===== config.mk =====
export PLATFORM = sky130hd
export DESIGN_NAME = hazard_scoreboard_flat
export DESIGN_NICKNAME = d
export VERILOG_FILES = /design/src/rtl/hazard_scoreboard_pkg.sv /design/src/rtl/hazard_scoreboard_if.sv /design/src/rtl/hazard_scoreboard_match.sv /design/src/rtl/hazard_scoreboard.sv /design/src/flat_wrapper.sv
export SDC_FILE = /design/constraint.sdc
export NUM_CORES = 1
export LEC_CHECK = 0
export CELL_PAD_IN_SITES_DETAIL_PLACEMENT = 0
export CELL_PAD_IN_SITES_GLOBAL_PLACEMENT = 1
export CORE_ASPECT_RATIO = 1.75
export CORE_MARGIN = 2
export CORE_UTILIZATION = 24
export CTS_CLUSTER_SIZE = 25
export DETAILED_ROUTE_END_ITERATION = 12
export PLACE_DENSITY = 0.7
export SLEW_MARGIN = 25
export SYNTH_ARGS = -nofsm -noshare
export SYNTH_HDL_FRONTEND = slang
export SYNTH_SLANG_ARGS = --single-unit

===== constraint.sdc =====
create_clock -name clk -period 1.6 [get_ports clk]
set_input_delay 0.16 -clock clk [delete_from_list [all_inputs] [get_ports clk]]
set_output_delay 0.16 -clock clk [all_outputs]
set_load 0.005 [all_outputs]

===== src/rtl/hazard_scoreboard_pkg.sv =====
// hazard_scoreboard_pkg
// Shared definitions for the hazard scoreboard slice. It holds the register
// address width, the forwarding-select encoding and the scoreboard entry
// record.
// Ports: none (package).
package hazard_scoreboard_pkg;

    localparam int REG_W = 5;
    localparam int SEL_W = 3;

    // Forwarding-select encoding: FWD_RF reads the register file, and
    // FWD_Ek takes the operand from scoreboard entry k.
    localparam logic [SEL_W-1:0] FWD_RF = 3'd0;
    localparam logic [SEL_W-1:0] FWD_E0 = 3'd1;
    localparam logic [SEL_W-1:0] FWD_E1 = 3'd2;
    localparam logic [SEL_W-1:0] FWD_E2 = 3'd3;
    localparam logic [SEL_W-1:0] FWD_E3 = 3'd4;

    // One in-flight instruction, as seen by the hazard logic.
    typedef struct packed {
        logic             wen;
        logic [REG_W-1:0] rd;
        logic             is_load;
    } sb_entry_t;

    // Maps a scoreboard index to the matching forwarding select.
    function automatic logic [SEL_W-1:0] fwdSelFromIndex(input logic [1:0] idx);
        logic [SEL_W-1:0] sel;
        case (idx)
            2'd0:    sel = FWD_E0;
            2'd1:    sel = FWD_E1;
            2'd2:    sel = FWD_E2;
            default: sel = FWD_E3;
        endcase
        return sel;
    endfunction

endpackage


===== src/rtl/hazard_scoreboard_if.sv =====
// hazard_scoreboard_if
// Groups the ID-stage request signals and the stall/forward controls that
// pass between the decode stage and the hazard scoreboard.
// master: the ID stage. It drives id_* and flush and reads the controls.
// slave : the scoreboard. It reads id_* and flush and drives
//         pc_write, ifid_write, bubble, fwd_a_sel, fwd_b_sel and stall_count.
interface hazard_scoreboard_if #(
    parameter int CNT_W = 16
);
    import hazard_scoreboard_pkg::*;

    logic             id_valid;
    logic [REG_W-1:0] id_rs;
    logic [REG_W-1:0] id_rt;
    logic             id_uses_rt;
    logic             id_wen;
    logic [REG_W-1:0] id_rd;
    logic             id_is_load;
    logic             flush;

    logic             pc_write;
    logic             ifid_write;
    logic             bubble;
    logic [SEL_W-1:0] fwd_a_sel;
    logic [SEL_W-1:0] fwd_b_sel;
    logic [CNT_W-1:0] stall_count;

    modport master (
        output id_valid, id_rs, id_rt, id_uses_rt, id_wen, id_rd, id_is_load, flush,
        input  pc_write, ifid_write, bubble, fwd_a_sel, fwd_b_sel, stall_count
    );

    modport slave (
        input  id_valid, id_rs, id_rt, id_uses_rt, id_wen, id_rd, id_is_load, flush,
        output pc_write, ifid_write, bubble, fwd_a_sel, fwd_b_sel, stall_count
    );

endinterface


===== src/rtl/hazard_scoreboard_match.sv =====
// hazard_match
// Purely combinational. It compares one source register against every
// scoreboard entry.
// Ports:
//   i_entries          scoreboard contents; entry 0 is the instruction in EX
//   i_src              source register being read in ID
//   i_src_used         the source is actually read by the instruction
//   o_hit              some entry will write i_src
//   o_hit_is_load_at_0 entry 0 is a load that writes i_src
//   o_lowest_index     youngest matching entry (valid only with o_hit)
module hazard_match
    import hazard_scoreboard_pkg::*;
#(
    parameter int STAGES = 2
) (
    input  sb_entry_t [STAGES-1:0] i_entries,
    input  logic [REG_W-1:0]       i_src,
    input  logic                   i_src_used,
    output logic                   o_hit,
    output logic                   o_hit_is_load_at_0,
    output logic [1:0]             o_lowest_index
);

    logic w_srcLive;

    // $0 is hard-wired to zero, so it is never a real dependency.
    assign w_srcLive = i_src_used && (i_src != '0);

    // The scan runs from the oldest entry to the youngest, so the last
    // assignment is the youngest producer.
    always_comb begin
        o_hit          = 1'b0;
        o_lowest_index = 2'd0;
        for (int k = STAGES - 1; k >= 0; k--) begin
            if (w_srcLive && i_entries[k].wen && (i_entries[k].rd == i_src)) begin
                o_hit          = 1'b1;
                o_lowest_index = 2'(k);
            end
        end
    end

    assign o_hit_is_load_at_0 = w_srcLive && i_entries[0].wen &&
                                (i_entries[0].rd == i_src) && i_entries[0].is_load;

endmodule


===== src/rtl/hazard_scoreboard.sv =====
// hazard_scoreboard
// Hazard-detection unit for the in-order pipeline. It tracks the destination
// registers of the STAGES instructions that have left ID. From these it
// either stalls on any RAW dependency (FWD_EN=0) or produces forwarding
// selects and stalls only on load-use (FWD_EN=1). It also keeps a
// saturating count of stall cycles.
// Parameters: STAGES (1..4), FWD_EN (0/1), CNT_W (stall-counter width).
// The register width comes from hazard_scoreboard_pkg.
// Ports:
//   clk  rising-edge clock
//   rst  asynchronous active-high reset
//   bus  slave side of hazard_scoreboard_if. It carries the ID inputs, the
//        flush input, pc_write/ifid_write/bubble, the forwarding selects
//        and stall_count.
module hazard_scoreboard
    import hazard_scoreboard_pkg::*;
#(
    parameter int STAGES = 2,
    parameter int FWD_EN = 0,
    parameter int CNT_W  = 16
) (
    input  logic                clk,
    input  logic                rst,
    hazard_scoreboard_if.slave  bus
);

    localparam bit FWD_MODE = (FWD_EN != 0);

    sb_entry_t [STAGES-1:0] r_sb;
    logic [CNT_W-1:0]       r_stallCount;

    logic       w_rsHit;
    logic       w_rsLoad0;
    logic [1:0] w_rsIdx;
    logic       w_rtHit;
    logic       w_rtLoad0;
    logic [1:0] w_rtIdx;
    logic       w_hazard;

    hazard_match #(.STAGES(STAGES)) u_matchRs (
        .i_entries          (r_sb),
        .i_src              (bus.id_rs),
        .i_src_used         (1'b1),
        .o_hit              (w_rsHit),
        .o_hit_is_load_at_0 (w_rsLoad0),
        .o_lowest_index     (w_rsIdx)
    );

    hazard_match #(.STAGES(STAGES)) u_matchRt (
        .i_entries          (r_sb),
        .i_src              (bus.id_rt),
        .i_src_used         (bus.id_uses_rt),
        .o_hit              (w_rtHit),
        .o_hit_is_load_at_0 (w_rtLoad0),
        .o_lowest_index     (w_rtIdx)
    );

    // Forwarding only has to stall when the producer in EX is a load. Its
    // data is not ready until after MEM. A flush removes the consumer, so
    // there is nothing left to stall for.
    assign w_hazard = bus.id_valid && !bus.flush &&
                      (FWD_MODE ? (w_rsLoad0 || w_rtLoad0) : (w_rsHit || w_rtHit));

    assign bus.pc_write    = !w_hazard;
    assign bus.ifid_write  = !w_hazard;
    assign bus.bubble      = w_hazard;
    assign bus.stall_count = r_stallCount;

    // The selects are meaningless during a stall, because the bubble goes
    // to EX, so they are held at the register-file encoding.
    assign bus.fwd_a_sel = (FWD_MODE && !w_hazard && w_rsHit) ? fwdSelFromIndex(w_rsIdx) : FWD_RF;
    assign bus.fwd_b_sel = (FWD_MODE && !w_hazard && w_rtHit) ? fwdSelFromIndex(w_rtIdx) : FWD_RF;

    // The scoreboard advances every cycle, even while stalled. A stalled,
    // squashed or empty ID slot inserts an all-zero bubble, so a dependency
    // drains within STAGES cycles.
    always_ff @(posedge clk or posedge rst) begin
        if (rst) begin
            r_sb         <= '0;
            r_stallCount <= '0;
        end else begin
            for (int k = 1; k < STAGES; k++) begin
                r_sb[k] <= r_sb[k-1];
            end
            if (w_hazard || bus.flush || !bus.id_valid) begin
                r_sb[0] <= '0;
            end else begin
                r_sb[0] <= '{wen: bus.id_wen, rd: bus.id_rd, is_load: bus.id_is_load};
            end
            if (w_hazard && (r_stallCount != '1)) begin
                r_stallCount <= r_stallCount + CNT_W'(1);
            end
        end
    end

endmodule


===== src/flat_wrapper.sv =====
// flat-port wrapper written by rule: the top's interface ports become plain ports
module hazard_scoreboard_flat import hazard_scoreboard_pkg::*;
#(
    parameter int STAGES = 2,
    parameter int FWD_EN = 0,
    parameter int CNT_W  = 16
)
  (clk, rst, bus_id_valid, bus_id_rs, bus_id_rt, bus_id_uses_rt, bus_id_wen, bus_id_rd, bus_id_is_load, bus_flush, bus_pc_write, bus_ifid_write, bus_bubble, bus_fwd_a_sel, bus_fwd_b_sel, bus_stall_count);
  hazard_scoreboard_if #(.CNT_W(CNT_W)) bus_i ();
  input  logic clk;
  input  logic rst;
  input wire logic [$bits(bus_i.id_valid)-1:0] bus_id_valid;
  input wire logic [$bits(bus_i.id_rs)-1:0] bus_id_rs;
  input wire logic [$bits(bus_i.id_rt)-1:0] bus_id_rt;
  input wire logic [$bits(bus_i.id_uses_rt)-1:0] bus_id_uses_rt;
  input wire logic [$bits(bus_i.id_wen)-1:0] bus_id_wen;
  input wire logic [$bits(bus_i.id_rd)-1:0] bus_id_rd;
  input wire logic [$bits(bus_i.id_is_load)-1:0] bus_id_is_load;
  input wire logic [$bits(bus_i.flush)-1:0] bus_flush;
  output wire logic [$bits(bus_i.pc_write)-1:0] bus_pc_write;
  output wire logic [$bits(bus_i.ifid_write)-1:0] bus_ifid_write;
  output wire logic [$bits(bus_i.bubble)-1:0] bus_bubble;
  output wire logic [$bits(bus_i.fwd_a_sel)-1:0] bus_fwd_a_sel;
  output wire logic [$bits(bus_i.fwd_b_sel)-1:0] bus_fwd_b_sel;
  output wire logic [$bits(bus_i.stall_count)-1:0] bus_stall_count;
  assign bus_i.id_valid = bus_id_valid;
  assign bus_i.id_rs = bus_id_rs;
  assign bus_i.id_rt = bus_id_rt;
  assign bus_i.id_uses_rt = bus_id_uses_rt;
  assign bus_i.id_wen = bus_id_wen;
  assign bus_i.id_rd = bus_id_rd;
  assign bus_i.id_is_load = bus_id_is_load;
  assign bus_i.flush = bus_flush;
  assign bus_pc_write = bus_i.pc_write;
  assign bus_ifid_write = bus_i.ifid_write;
  assign bus_bubble = bus_i.bubble;
  assign bus_fwd_a_sel = bus_i.fwd_a_sel;
  assign bus_fwd_b_sel = bus_i.fwd_b_sel;
  assign bus_stall_count = bus_i.stall_count;
  hazard_scoreboard #(.STAGES(STAGES), .FWD_EN(FWD_EN), .CNT_W(CNT_W)) u_core (.clk(clk), .rst(rst), .bus(bus_i));
endmodule

==> metrics.cfg, run 1 <==
[sta]
slew_viol_final = 0
max_freq_mhz = 528
fin_ws_ns = -0.295
fin_crit_sh_pct = 118
holdWs_ns = 0.257
finClkSkew_ns = 0.00923
rsz0062_at_grt = yes
setup_violations = 23
hold_viol_final = 0
finalCriticalPeriod_ns = 1.89

[critical_path]
crit_path_end_kind = flop
r2r-start = u_core.r_sb[3]$_DFF_PP0_
startpoint = u_core.r_sb[3]$_DFF_PP0_
r2r-end = u_core.bus.stall_count[4]$_DFFE_PP0P_
start_kind = flop
r2r_slack_ns = -0.29
critPathKind = reg -> reg
arrival_ns = 2.09
worstSetupEndpoint = u_core.bus.stall_count[4]$_DFFE_PP0P_
cp.required_ns = 1.80
critPathMaxFanout = 4
rr_worst_depth = 8

[route]
drc = 0
dr.pass1.iters = 4
drtAntennaViolNets = 0
viasPerCell = 4.18
drt_wl_total_mm = 3.79
num_vias = 1241
wl_per_cell_um = 12.8
drtIter0Drc = 29

[power_and_ir_drop]
ir_drop_uv = 387
leakage_uw = 0.00121
power.density_mw_per_mm2 = 527

[final_layout]
syn2layout_area_growth_pct = 70.7
layout-drive-gt1-share_pct = 35.9
nNetsFinal = 242
utilization_pct = 41.7
num_antenna_cells = 0
fillers = 613

[synthesis]
ys_seq_area_share_pct = 46.8
syn_area_mm2 = 0.00150
synth.ff_latch_count = 28
synth_top_area_share_pct = 46.8
syn_area_per_cell_um2 = 10.6
yosysTopAreaCell = dfrtp_1
postSynthCellCount = 141
synth_top_cells_by_area = dfrtp_1 (47%), xnor2_1 (13%), xor2_1 (7.0%), buf_4 (3.5%), nand2_1 (3.3%)
ys_types = 28
synth_warnings = 0

[place]
gp_congestion = 0.747
hpwl_mm = 2.91
io_buffers = 39
pre_cts_slack_ns = -0.671

[clock_network]
htreeDepth = 1
numCtsBuffers = 3
cts_tree = yes
cts_buffer_depth = 2
clkLatencyLatePin_ns = 0.27
cts.sinks = 28
holdBufCountCts = 0
clockRootBuffer = clkbuf_8
path_clk_slew_ns = 0.10

[die]
rows = 38
die_height_um = 108
start_util_pct = 24.4
fp.dieArea_mm2 = 0.00691
die_x_um = 63.7
ios = 47
core_region_area_mm2 = 0.00613

[global_route]
grt-ovfl-total = 0
grt_max_degree = 29
grt_pass1_vias = 1375
antenna_found_initial = 0
grt_pass1_wl_mm = 6.09
track_usage_pct = 11.4

[worst_hold_path]
hp-class = in -> async

[flow_run]
cap_violations = 0

[status]
violations = setup timing
outcome = finished, violations left

cell type report:
type | instances | area (µm²) | share of cell area, %
multi-input cells | 104 | 951 | 37.2
repair buffers | 78 | 747 | 29.2
flip-flops and latches | 28 | 701 | 27.4
well taps | 80 | 100 | 3.92
clock buffers | 3 | 41.3 | 1.62
inverters | 4 | 15.0 | 0.588
worst min-delay path by stage:
stage / to / slack, ns / start
final: u_core.bus.stall_count[14]$_DFFE_PP0P_ / 0.26 / rst
after floorplan: u_core.bus.stall_count[0]$_DFFE_PP0P_ / 0.23 / rst
after global routing: u_core.bus.stall_count[10]$_DFFE_PP0P_ / 0.29 / rst
after CTS: u_core.r_sb[10]$_DFF_PP0_ / 0.27 / rst
after detailed placement: u_core.r_sb[13]$_DFF_PP0_ / 0.38 / u_core.r_sb[6]$_DFF_PP0_
after global placement: u_core.r_sb[13]$_DFF_PP0_ / 0.38 / u_core.r_sb[6]$_DFF_PP0_
power by group:
| group | leakage, µW | switching (µW) | internal, µW |
|---|---|---|---|
| clock | 0.0000216 | 208 | 169 |
| combinational | 0.000810 | 96.6 | 134 |
| sequential | 0.000374 | 15.4 | 725 |
timing repair:
| action | 4_1_cts | 5_1_grt |
|---|---|---|
| setup buffers | 3 | 3 |
| resized for setup | 30 | 21 |
| cloned | 1 | 0 |
| pin swaps | 21 | 15 |
| endpoints found under the setup margin | 25 | 25 |
critical path, cell delays in order (launching register included):
cell	delay, ns
dfrtp_1	0.44
xnor2_2	0.15
nand4_1	0.11
o22ai_1	0.19
a32oi_2	0.19
buf_6	0.18
buf_12	0.13
nor4b_4	0.25
xor2_1	0.18
Yosys cell counts (all sizes together):
master / n
conb: 1
nor4: 5
nor3b: 2
xnor2: 22
nand3: 6
nand2: 13
ha: 1
nor2: 7
nor2b: 1
buf: 9
clkbuf: 1
nand4: 5
nand2b: 2
nor4b: 2
dfrtp: 28
o22ai: 2
inv: 4
mux2: 2
a32oi: 1
or3: 1
xor2: 12
nor3: 7
and3: 6
a2111o: 1
per-layer routing:
layer	vias up	wire [µm]	GRT usage, %
met5	-	0	0
met4	0	31	4.35
met3	2	114	1.66
met2	29	2290	24.0
met1	593	1360	10.6
li1	617	-	-
state kept, by name, indices dropped and copies added (netlist names):
signal	flops
u_core.r_sb	12
u_core.bus.stall_count	16
kinds of logic (layout without fill, tap and decap cells):
family	count (synthesis)	after routing	share of synthesized area [%]
compound gates	4	4	2.17
xor+xnor	34	34	19.9
simple gates	57	57	22.7
mux	2	2	1.50
flops	28	28	46.8
other cells	1	6	0.251
buf+inv	14	85	5.85
fa+ha+maj	1	1	0.836
stage by stage:
step / instance area, µm² / setup TNS [ns] / cells / total power, µW
after CTS: 2420 / -5.32 / 294 / 1350
after floorplan: 1580 / -0.546 / 146 / 850
after detailed placement: 2230 / -12.34 / 287 / 957
after global routing: 2550 / -7.24 / 297 / 1430
final: 2550 / -3.82 / 297 / 1350
after global placement: 2230 / -11.97 / 287 / 958
placed cells by master, fill, tap and decap left out, types with 2 or more instances in the layout:
cell and n:
nor4b_4 2, conb_1 6, nand2_2 2, clkdlybuf4s50_1 35, nand2_1 11, xnor2_2 4
nand3_1 6, clkbuf_8 3, xnor2_1 18, buf_6 7, nor3_4 3, mux2_4 2
nor4_4 5, and3_4 5, o22ai_1 2, nand2b_1 2, xor2_1 12, inv_1 3
dfrtp_1 28, nor2_1 4, nor3_2 2, nand4_1 5, buf_12 2, buf_4 31
nor2_4 3, nor3_1 2
Power figures use the tool's default switching activity.
==> run 2: changes to the inputs <==
--- a/config.mk
+++ b/config.mk
@@ -5,15 +5,15 @@
 export SDC_FILE = /design/constraint.sdc
 export NUM_CORES = 1
 export LEC_CHECK = 0
-export CELL_PAD_IN_SITES_DETAIL_PLACEMENT = 0
-export CELL_PAD_IN_SITES_GLOBAL_PLACEMENT = 1
 export CORE_ASPECT_RATIO = 1.75
 export CORE_MARGIN = 2
 export CORE_UTILIZATION = 24
 export CTS_CLUSTER_SIZE = 25
 export DETAILED_ROUTE_END_ITERATION = 12
-export PLACE_DENSITY = 0.7
+export PLACE_DENSITY = 0.58
+export SKIP_LAST_GASP = 1
 export SLEW_MARGIN = 25
 export SYNTH_ARGS = -nofsm -noshare
 export SYNTH_HDL_FRONTEND = slang
+export SYNTH_HIERARCHICAL = 1
 export SYNTH_SLANG_ARGS = --single-unit
==> run 2 against run 1 <==
The run still ends with setup timing left. Synthesized area up 2.0%. Largest power group unchanged. Register-to-register slack worse by 0.36 ns. Global-route usage up 0.68 points. Sequential share of layout area down 0.57 points. Power up 9.3%.
==> metrics.cfg, run 2 <==
[sta]
fin_ws_ns = -0.650  ; -0.356 ns
hold_viol_final = 0  ; unchanged
holdWs_ns = 0.253  ; -0.00447 ns
max_freq_mhz = 444  ; -16%
tightest_slew_ns = 0.651
tns_ns = -9.61  ; -5.80 ns
finalCriticalPeriod_ns = 2.25  ; +0.356 ns
slew_viol_final = 0  ; unchanged
slew_headroom_pct = 56.3
setup_violations = 25  ; +8.7%
rsz0062_at_grt = yes
finClkSkew_ns = 0.00458  ; -0.00465 ns
fin_crit_sh_pct = 141  ; +22 points

[status]
violations = setup timing
outcome = finished, violations left

[die]
core_region_area_mm2 = 0.00618  ; +0.78%
die_height_um = 110  ; +0.96%
fp.dieArea_mm2 = 0.00704  ; +1.9%
start_util_pct = 24.7  ; +0.30 points
ios = 47  ; unchanged
rows = 38  ; unchanged
die_x_um = 64.3  ; +0.93%

[route]
num_vias = 1389  ; +12%
viasPerCell = 4.38  ; +4.9%
drtAntennaViolNets = 0  ; unchanged
drtIter0Drc = 31  ; +6.9%
wl_per_cell_um = 13.1  ; +2.4%
dr.pass1.iters = 4  ; unchanged
drt_wl_total_mm = 4.15  ; +9.3%
drc = 0  ; unchanged

[global_route]
grt_max_degree = 29  ; unchanged
grt_pass1_vias = 1446  ; +5.2%
track_usage_pct = 12.1  ; +0.68 points
antenna_found_initial = 0  ; unchanged
grt_pass1_wl_mm = 6.61  ; +8.5%
grt-ovfl-total = 0  ; unchanged

[critical_path]
cp.required_ns = 1.76  ; -0.04 ns
r2r_slack_ns = -0.65  ; -0.36 ns
startpoint = u_core/r_sb[2]$_DFF_PP0_
max_stage_delay_ns = 0.42  ; -0.02 ns
start_kind = flop
crit_path_end_kind = flop
arrival_ns = 2.41  ; +0.32 ns
r2r-end = u_core/bus.stall_count[15]$_DFFE_PP0P_
path_cells = xor2_1 > nor4_2 > and4_1 > nand2b_4 > nor2_4 > or3_4 > nor4_4 > mux2_1
path_delay_family = simple AND/OR/NAND/NOR gates
rr_worst_depth = 8  ; unchanged
crit_buf_inv = 0  ; -2
critPathKind = reg -> reg
critPathMaxFanout = 4  ; unchanged
r2r-start = u_core/r_sb[2]$_DFF_PP0_
cpMaxStageDelayCell = dfrtp_1

[clock_network]
path_clk_slew_ns = 0.10  ; about the same
holdBufCountCts = 0  ; unchanged
clkLatencyLatePin_ns = 0.27  ; about the same
cts_buffer_depth = 2  ; unchanged
numCtsBuffers = 3  ; unchanged
cts.sinks = 28  ; unchanged
clockRootBuffer = clkbuf_8
htreeDepth = 1  ; unchanged
cts_tree = yes

[power_and_ir_drop]
ir_drop_uv = 478  ; +24%
power.density_mw_per_mm2 = 564  ; +7.0%
leakage_uw = 0.00126  ; +4.5%

[synthesis]
syn_area_per_cell_um2 = 10.5  ; -0.81%
synth_warnings = 6  ; +6
postSynthCellCount = 145  ; +2.8%
syn_area_mm2 = 0.00153  ; +2.0%

[final_layout]
stdcell_count = 317  ; +6.7%
largest_reg_flops = 16  ; unchanged
layout-drive-gt1-share_pct = 35.9  ; -0.080 points
multi_input_area_um2 = 932  ; -2.0%
fillers = 621  ; +1.3%
num_antenna_cells = 0  ; unchanged
syn2layout_area_growth_pct = 70.9  ; about the same
layout_commonest_cell = buf_4
nNetsFinal = 261  ; +7.9%
finalInstanceArea_mm2 = 0.00261  ; +2.1%
final-seq-area_um2 = 701  ; unchanged
mostFrequentLayoutCells = buf_4 (43), clkdlybuf4s50_1 (34), dfrtp_1 (28)
utilization_pct = 42.2  ; +0.55 points

[place]
hpwl_mm = 3.11  ; +6.7%
dp.cells = 306  ; +6.6%
gp_congestion = 0.800  ; +7.1%
io_buffers = 39  ; unchanged
placed_area_mm2 = 0.00232  ; +3.7%

[flow_run]
cap_violations = 0  ; unchanged

[worst_hold_path]
hp-class = in -> async

==> run 2: worst max-delay path by stage <==
stage / depth (start not counted) / slack [ns] / endpoint
3_3_place_gp: 11 / -1.10 / u_core/bus.stall_count[7]$_DFFE_PP0P_
4_1_cts: 8 / -0.72 / u_core/bus.stall_count[15]$_DFFE_PP0P_
3_5_place_dp: 11 / -1.05 / u_core/bus.stall_count[7]$_DFFE_PP0P_
6_report: 8 / -0.65 / u_core/bus.stall_count[15]$_DFFE_PP0P_
5_1_grt: 9 / -0.75 / u_core/bus.stall_count[9]$_DFFE_PP0P_
2_1_floorplan: 8 / -0.48 / u_core/bus.stall_count[15]$_DFFE_PP0P_
==> run 2: area by class of cell <==
cell class              count  area share [%]
multi-input cells         114            35.7
repair buffers             89            30.5
inverters                   2           0.384
flip-flops and latches     28            26.9
clock buffers               3            1.58
clock inverters             1            1.15
well taps                  80            3.84
==> run 2: worst reg2reg max path: stages, from the launching register on <==
cell and delay (ns):
dfrtp_1 0.42, xor2_1 0.16, nor4_2 0.27, and4_1 0.23
nand2b_4 0.13, nor2_4 0.05, or3_4 0.40, nor4_4 0.15
mux2_1 0.34
==> run 2: metal layers <==
metal,track usage (%),up-vias,share of wire (%),wire [µm]
li1,-,678,-,-
met1,12.5,672,37,1520
met2,24.8,35,58,2400
met3,1.74,4,4.4,182
met4,3.19,0,0.92,38
met5,0,-,0,0
==> run 2: power breakdown <==
group,switching (µW),leakage [µW],internal [µW]
Combinational,76.6,0.000840,102
Clock,222,0.0000357,335
Sequential,13.4,0.000385,723
Total,312,0.00126,1160
==> run 2: what timing repair did <==
action / in CTS / in global routing
buffers inserted: 4 / 5
pin swaps: 16 / 9
hold endpoints to repair: 0 / 0
gates resized for setup: 34 / 15
gates cloned: 0 / 0
setup endpoints to repair: 25 / 27
==> run 2: through the flow <==
stage	total power (µW)	worst slack, ns
2_1_floorplan	824	-0.484
3_3_place_gp	921	-1.10
3_5_place_dp	922	-1.05
4_1_cts	1490	-0.717
5_1_grt	1540	-0.755
6_report	1470	-0.650
